### src/rtl/ft_pkg.sv
// ft_pkg: shared lockstep FSM states and legal redundancy levels
package ft_pkg;
  typedef enum logic [1:0] {RUN, RECOVER, WAIT_ACK} state_e;
  localparam int NUM_CH_DMR = 2;
  localparam int NUM_CH_TMR = 3;
endpackage

### src/rtl/lockstep_vote.sv
// lockstep_vote: combinational compare/vote of redundant write tuples
module lockstep_vote
  import ft_pkg::*;
#(
  parameter int NUM_CH     = 2,
  parameter int ADDR_WIDTH = 5,
  parameter int DATA_WIDTH = 32
) (
  input  logic [NUM_CH-1:0]                 we,
  input  logic [NUM_CH-1:0][ADDR_WIDTH-1:0] addr,
  input  logic [NUM_CH-1:0][DATA_WIDTH-1:0] data,
  output logic                              v_we,
  output logic [ADDR_WIDTH-1:0]             v_addr,
  output logic [DATA_WIDTH-1:0]             v_data,
  output logic                              mismatch,
  output logic                              unrec,
  output logic [NUM_CH-1:0]                 fault
);
  localparam int TW = 1 + ADDR_WIDTH + DATA_WIDTH;
  logic [NUM_CH-1:0][TW-1:0] t;
  logic [TW-1:0] sel;
  for (genvar g = 0; g < NUM_CH; g++) begin : g_tup
    assign t[g] = {we[g], addr[g], data[g]};
  end
  assign {v_we, v_addr, v_data} = sel;
  if (NUM_CH == NUM_CH_TMR) begin : g_tmr
    logic e01, e02, e12;
    assign e01 = t[0] == t[1];
    assign e02 = t[0] == t[2];
    assign e12 = t[1] == t[2];
    // channel 1 carries the majority only when it agrees with 2 against 0
    assign sel      = (e01 | e02 | ~e12) ? t[0] : t[1];
    assign mismatch = ~(e01 & e02);
    assign unrec    = ~(e01 | e02 | e12);
    assign fault    = unrec ? '1 : {e01 & ~e02, e02 & ~e01, e12 & ~e01};
  end else begin : g_dmr
    assign sel      = t[0];
    assign mismatch = t[0] != t[1];
    assign unrec    = mismatch;
    assign fault    = {NUM_CH{mismatch}};
  end
endmodule

### config.mk
export PLATFORM = sky130hd
export DESIGN_NAME = lockstep_vote
export DESIGN_NICKNAME = d
export VERILOG_FILES = /design/src/rtl/ft_pkg.sv /design/src/rtl/lockstep_vote.sv
export SDC_FILE = /design/constraint.sdc
export NUM_CORES = 1
export LEC_CHECK = 0
export CAP_MARGIN = 20
export CORE_UTILIZATION = 21
export DETAILED_ROUTE_END_ITERATION = 10
export GPL_ROUTABILITY_DRIVEN = 1
export GPL_TIMING_DRIVEN = 0
export PLACE_DENSITY = 0.87
export SYNTH_ARGS = -nofsm -noshare
export SYNTH_HDL_FRONTEND = slang
export SYNTH_SLANG_ARGS = --single-unit
### constraint.sdc
create_clock -name vclk -period 0.9
set_input_delay 0.09 -clock vclk [all_inputs]
set_output_delay 0.09 -clock vclk [all_outputs]
set_load 0.05 [all_outputs]
==> results.toml, run 1 <==
[outcome]
status = "finished with violations"
violations = "setup timing"

[logic_synthesis]
synth_nets = 168
synth_top_family_by_area = "XOR/XNOR gates"
synth_top_cell_area_share = 0.438
synth-xor-area-share = 0.463
synthMuxAreaShare = 0
syn_avg_cell_area_um2 = 7.82
synth-simple-area-share = 0.110
synth_area_um2 = 719
synthCells = 92
ys_seq_area_frac = 0
synth_compound_area_frac = 0
synth_fa_ha_area_frac = 0
synth_area_leaders = "xnor2_1, buf_4, nand4_1, xor2_1, nor4_1"
yosysWarningCount = 0
synth_cell_type_count = 7
synth_top_area_cell = "xnor2_1"

[floorplanning]
start_util = 0.228
rows = 20
dieHeight_um = 60.5
die_w_um = 60.5
placeableCoreArea_um2 = 3150
dieArea_um2 = 3660
ios = 118

[pwr]
p_sw_frac = 0.517
total_power_mw = 1.09
p_comb_frac = 1.000
leakage_nw = 0.979
p_per_area_nw_per_um2 = 576
switching_power_uw = 566
clkPwrFrac = 0
internal-power_uw = 529
pwr-share-seq = 0
vdd_drop_max_v = 0.000307

[detailed_routing]
drt_iter0_markers = 3
drt_wl_total_um = 2720
vias = 1012
antenna_left = 0
drc_errors = 0
post_drt_wl_per_cell_um = 10.7
firstDrtPassIters = 2
vias_per_cell = 3.98

[placement]
portBuffers = 118
dp_slack_ns = -1.49
placed_cells = 254
dp_hpwl_um = 2420
globalplace.congestion = 0.677

[setup_path]
critPathCaptureType = "output pin"
worstPathCellList = "buf_6, xnor2_2, nand4_1, nor4_4, nand3_4, buf_8, buf_8"
cp.depth = 7
critPathTopFamily = "simple AND/OR/NAND/NOR gates"
worstSetupPathType = "in -> out"
arrival_ns = 1.30
crit_required_ns = 0.81
worstPathMaxFanout = 4
cp-start-kind = "input port"
crit_buf_inv = 3
crit_top_cell = "buf_8"
cpMaxStageDelayCell = "nor4_4"
slowest_delay_ns = 0.36

[global_route]
grt_usage = 0.132
first_global_vias = 997
grt_max_degree = 5
grt_pass1_wl_um = 3770
gr-total-overflow = 0
antenna_found_initial = 0

[sta]
rsz0062_at_grt = "yes"
post-route-min-period_ns = 1.39
worst_slew_pin_slew_ns = 0.514
layout_setup_ws_ns = -0.487
timing.fmax_mhz = 721
slew_violations = 0
timing.final.hold_violations = 0
setup_viol = 4
whs_ns = 0.535
finalCritPeriodShare = 1.54
slew_headroom = 0.659

[layout]
register_area_um2 = 0
layout_commonest_cell = "buf_2"
fill_cells = 314
n_antenna_cell = 0
layout-drive-gt1-share = 0.686
instances_no_fill = 254
final_cell_mix = "buf_2, buf_4, dlygate4sd2_1"
flops_and_latches = 0
nNetsFinal = 288
clock_buffers = 0
area_growth_syn_to_layout_pct = 164
final_util = 0.602

[run]
cap_viol_max_count = 0

[min_path]
min-delay-start = "data[18]"
min_path_type = "in -> out"
hold_end = "v_data[18]"
min_path_cells = 3

[clock_network]
holdBufCountCts = 0
## worst max-delay path by stage
| stage | start | end | slack, ns |
|---|---|---|---|
| 3_5_place_dp | data[28] | unrec | -1.49 |
| 2_1_floorplan | data[60] | fault[0] | -0.38 |
| 5_1_grt | data[54] | fault[1] | -0.55 |
| 3_3_place_gp | data[7] | fault[1] | -1.48 |
| 4_1_cts | data[11] | fault[1] | -0.49 |
| 6_report | data[2] | fault[1] | -0.49 |
## stage by stage
stage	TNS, ns	area, um2
CTS	-1.93	1950
global placement	-31.49	2020
global route	-2.13	1900
floorplan	-1.26	782
finish	-1.90	1900
detailed placement	-31.78	2020
## power groups by stage
| stage | registers, mW | logic (mW) | clock network [mW] |
|---|---|---|---|
| finish | 0 | 1.09 | 0 |
| global route | 0 | 1.15 | 0 |
| CTS | 0 | 1.10 | 0 |
| detailed placement | 0 | 1.19 | 0 |
| global placement | 0 | 1.18 | 0 |
| floorplan | 0 | 0.627 | 0 |
## synth_stat cells
library cell and n:
xnor2_1 36, xor2_1 2, nor3_1 1, buf_4 41, nor4_1 2, nand4_1 9, nand3_1 1
## logic make-up after synthesis
logic type | after synthesis
xor gates and xnor gates | 38
buffers and inverters | 41
and+or+nand+nor | 13
## routing by layer
metal | track usage | share of wire
met1 | 0.127 | 0.31
met2 | 0.295 | 0.58
met3 | 0.0256 | 0.11
met4 | 0 | 0
met5 | 0 | 0
## final cells by class
type                            count  area, um2  area share
Multi-Input combinational cell     51        594       0.313
Buffer                             41        323       0.170
Tap cell                           44       55.1      0.0290
Timing Repair Buffer              118        927       0.488
## what timing repair did
item / in CTS / in global routing
endpoints found under the setup margin: 42 / 16
buffers inserted: 0 / 0
hold endpoints to repair: 0 / 0
gates resized for setup: 355 / 39
pin swaps: 51 / 18
gates cloned: 0 / 0
(Power assumes the default switching activity.)
==> run 2, diff against run 1 <==
--- a/config.mk
+++ b/config.mk
@@ -11,6 +11,7 @@
 export GPL_ROUTABILITY_DRIVEN = 1
 export GPL_TIMING_DRIVEN = 0
 export PLACE_DENSITY = 0.87
+export RECOVER_POWER = 25
 export SYNTH_ARGS = -nofsm -noshare
 export SYNTH_HDL_FRONTEND = slang
 export SYNTH_SLANG_ARGS = --single-unit
==> run 2 against run 1 <==
Net effect:
- the flow still finishes with violations (setup timing)
- wire length down 0.11%
- critical path depth is the same
- hold slack improved by 0.079 ns
- maximum frequency barely moved
- via count about the same
- design area is 0.72% lower
- die area unchanged
- critical endpoint unchanged
==> results.toml, run 2 (synthesis results as in run 1) <==
[min_path]
min_path_cells = 3
hold_end = "v_data[18]"
min-delay-start = "data[18]"
min_path_type = "in -> out"

[pwr]
total_power_mw = 1.09
internal-power_uw = 523
vdd_drop_max_v = 0.000307
p_per_area_nw_per_um2 = 577
p_comb_frac = 1.000
clkPwrFrac = 0
p_sw_frac = 0.519
switching_power_uw = 565
pwr-share-seq = 0
leakage_nw = 0.966

[setup_path]
cp-start-kind = "input port"
crit_path_start = "data[2]"
worstSetupPathType = "in -> out"
slowest_delay_ns = 0.36
worstPathCellList = "buf_6, xnor2_2, nand4_1, nor4_4, nand3_4, buf_8, buf_8"
crit_top_cell = "buf_8"
arrival_ns = 1.30
critPathTopFamily = "simple AND/OR/NAND/NOR gates"
critPathCaptureType = "output pin"
crit_required_ns = 0.81
crit_buf_inv = 3
cpMaxStageDelayCell = "nor4_4"
worstPathMaxFanout = 4

[layout]
fin_area_um2 = 1890
n_antenna_cell = 0
area_growth_syn_to_layout_pct = 162
instances_no_fill = 254
register_area_um2 = 0
final_cell_mix = "buf_2, buf_4, dlygate4sd2_1"
layout-drive-gt1-share = 0.667
nNetsFinal = 288
flops_and_latches = 0
clock_buffers = 0
multi_input_area_um2 = 594
fill_cells = 317
layout_commonest_cell = "buf_2"

[sta]
finalSetupTns_ns = -1.90
rsz0062_at_grt = "yes"
timing.fmax_mhz = 721
slew_violations = 0
finalCritPeriodShare = 1.54
setup_viol = 4
layout_setup_ws_ns = -0.487
whs_ns = 0.614
worst_slew_pin_slew_ns = 0.584
slew_headroom = 0.612
post-route-min-period_ns = 1.39
timing.final.hold_violations = 0

[placement]
portBuffers = 118
post_dp_cell_area_um2 = 2020
globalplace.congestion = 0.677
dp_hpwl_um = 2420
placed_cells = 254

[floorplanning]
placeableCoreArea_um2 = 3150
start_util = 0.228
dieHeight_um = 60.5
die_w_um = 60.5
dieArea_um2 = 3660
rows = 20
ios = 118

[global_route]
grt_usage = 0.132
first_global_vias = 997
antenna_found_initial = 0
grt_max_degree = 5
gr-total-overflow = 0
grt_pass1_wl_um = 3770

[detailed_routing]
firstDrtPassIters = 2
drt_wl_total_um = 2720
vias_per_cell = 3.99
drc_errors = 0
drt_iter0_markers = 3
antenna_left = 0
vias = 1013
post_drt_wl_per_cell_um = 10.7

[clock_network]
holdBufCountCts = 0

[outcome]
violations = "setup timing"
status = "finished with violations"

[run]
cap_viol_max_count = 0
[run 2: cell count changes in the layout (fill, tap and decap cells not counted), sizes merged]
| cell | delta |
|---|---|
| buf | -3 |
| clkbuf | +4 |
| clkdlybuf4s15 | -1 |
[run 2: final cells by class]
class              count  share of cell area
multi-input cells     51               0.315
repair buffers       118               0.484
plain buffers         41               0.171
well taps             44              0.0292
[run 2: repair_timing]
action / 4_1_cts / 5_1_grt
resized for setup: 355 / 39
pin swaps: 51 / 18
setup endpoints to repair: 42 / 16
buffers inserted: 0 / 0
[run 2: power by group through the flow]
stage / Clock, mW / Combinational [mW] / Sequential [mW]
after floorplan: 0 / 0.627 / 0
after global placement: 0 / 1.18 / 0
after detailed placement: 0 / 1.19 / 0
after CTS: 0 / 1.10 / 0
after global routing: 0 / 1.15 / 0
final: 0 / 1.09 / 0
[run 2: how the worst max path moves through the flow]
stage | end | slack, ns | cells past startpoint
2_1_floorplan | fault[0] | -0.38 | 5
3_3_place_gp | fault[1] | -1.48 | 7
3_5_place_dp | unrec | -1.49 | 7
4_1_cts | fault[1] | -0.49 | 7
5_1_grt | fault[1] | -0.55 | 7
6_report | fault[1] | -0.49 | 7
[run 2: metrics by stage]
stage,util,worst slack [ns]
floorplan,-,-0.376
global placement,0.640,-1.48
detailed placement,0.640,-1.49
CTS,0.618,-0.494
global route,0.598,-0.546
finish,0.598,-0.487
[run 2: layer usage]
metal | global-route usage | share of wire | vias up
met3 | 0.0256 | 0.11 | 0
met5 | 0 | 0 | -
li1 | - | - | 498
met2 | 0.295 | 0.58 | 62
met4 | 0 | 0 | 0
met1 | 0.127 | 0.31 | 453
==> run 3, diff against run 2 <==
--- a/config.mk
+++ b/config.mk
@@ -6,11 +6,13 @@
 export NUM_CORES = 1
 export LEC_CHECK = 0
 export CAP_MARGIN = 20
-export CORE_UTILIZATION = 21
+export CORE_AREA = 10 10 47 49
 export DETAILED_ROUTE_END_ITERATION = 10
+export DIE_AREA = 0 0 57 59
+export DONT_BUFFER_PORTS = 1
 export GPL_ROUTABILITY_DRIVEN = 1
 export GPL_TIMING_DRIVEN = 0
-export PLACE_DENSITY = 0.87
+export PLACE_DENSITY = 0.78
 export RECOVER_POWER = 25
 export SYNTH_ARGS = -nofsm -noshare
 export SYNTH_HDL_FRONTEND = slang
==> run 3 against run 2 <==
Net effect:
- hold slack worse by 0.27 ns
- flip-flop and latch count did not move
- highest routed layer unchanged
- critical path depth decreased by 2
- die area fell by 8.2%
- sequential share of layout area did not move
- total power down 37%
- clock-buffer cell count unchanged
- global-route usage fell by 0.86 points
- worst setup slack improved by 0.048 ns
- non-clock buffer count decreased by 118
- the flow still finishes with violations (setup timing)
- maximum frequency up 3.5%
- largest cell class is now multi-input gates
- first-iteration DRC count increased by 100%
==> results.toml, run 3 (synthesis results as in run 1) <==
[outcome]
status = "finished with violations"
violations = "setup timing"

[global_route]
antenna_found_initial = 0
gr-total-overflow = 0
grt_pass1_wl_um = 3580
first_global_vias = 716
grt_usage = 0.123
grt_max_degree = 5

[detailed_routing]
vias_per_cell = 5.38
drc_errors = 0
antenna_left = 0
vias = 581
post_drt_wl_per_cell_um = 24.1
drt_iter0_markers = 6
firstDrtPassIters = 3
drt_wl_total_um = 2600

[sta]
slew_headroom = 0.598
timing.fmax_mhz = 747
rsz0062_at_grt = "yes"
setup_viol = 4
slew_violations = 0
layout_setup_ws_ns = -0.439
post-route-min-period_ns = 1.34
timing.final.hold_violations = 0
finalCritPeriodShare = 1.49
worst_slew_pin_slew_ns = 0.605

[layout]
layout-drive-gt1-share = 0.500
fill_cells = 121
nNetsFinal = 170
n_antenna_cell = 0
instances_no_fill = 108
clock_buffers = 0
area_growth_syn_to_layout_pct = 21.7
multi_input_area_um2 = 559
register_area_um2 = 0
layout_commonest_cell = "buf_4"
flops_and_latches = 0
final_cell_mix = "buf_4, xnor2_1, nand4_1, xnor2_2, clkbuf_1"

[setup_path]
arrival_ns = 1.25
crit_required_ns = 0.81
worstPathMaxFanout = 4
cp-start-kind = "input port"
critPathCaptureType = "output pin"
worstSetupPathType = "in -> out"

[min_path]
min_path_type = "in -> out"
min_path_cells = 1
min-delay-start = "data[7]"
hold_end = "v_data[7]"

[clock_network]
post_cts_buffers = 0
holdBufCountCts = 0

[floorplanning]
dieArea_um2 = 3360
die_w_um = 57
start_util = 0.513
ios = 118
rows = 14
dieHeight_um = 59
placeableCoreArea_um2 = 1400

[run]
cap_viol_max_count = 0

[pwr]
vdd_drop_max_v = 0.000482
p_per_area_nw_per_um2 = 777
leakage_nw = 0.353

[placement]
placed_cells = 108
dp_slack_ns = -0.501
globalplace.congestion = 0.717
portBuffers = 0
[run 3: how the worst max path moves through the flow]
stage	from	to	slack (ns)	cells past startpoint
after detailed placement	data[51]	fault[0]	-0.50	5
after CTS	addr[3]	fault[0]	-0.47	5
final	data[41]	fault[0]	-0.44	5
after global routing	addr[9]	unrec	-0.53	5
after floorplan	data[60]	fault[0]	-0.38	5
after global placement	data[51]	unrec	-0.50	5
[run 3: layout make-up]
type                       instances  share of cell area
buffer                            41               0.339
multi-input combinational         51               0.639
tap                               16              0.0229
[run 3: metrics by stage]
step	TNS, ns	total power [mW]	area, um2	utilization	hold slack, ns
6_report	-1.52	0.681	876	0.625	0.349
5_1_grt	-1.87	0.710	876	0.625	0.351
3_5_place_dp	-1.75	0.662	802	0.572	0.350
4_1_cts	-1.64	0.684	853	0.609	0.350
3_3_place_gp	-1.74	0.657	802	0.572	0.350
2_1_floorplan	-1.26	0.627	782	-	0.347
[run 3: worst max-delay path, cell delays in order]
cell and delay [ns]:
xnor2_4 0.13, nand4_1 0.16, nor4_4 0.35, nand3_4 0.27
buf_8 0.24
[run 3: report_power, final]
part	switching, mW	internal, mW
registers	0	0
clock network	0	0
logic	0.421	0.260
[run 3: routing by layer]
| metal | global-route usage | vias to the layer above | part of all wire |
|---|---|---|---|
| met1 | 0.0905 | 261 | 0.23 |
| met3 | 0.107 | 0 | 0.22 |
| met2 | 0.247 | 61 | 0.56 |
| li1 | - | 259 | - |
| met4 | 0 | 0 | 0 |
| met5 | 0 | - | 0 |
[run 3: timing repair]
action,CTS,global route
endpoints found under the setup margin,4,4
gates resized for setup,7,7
pin swaps,4,7
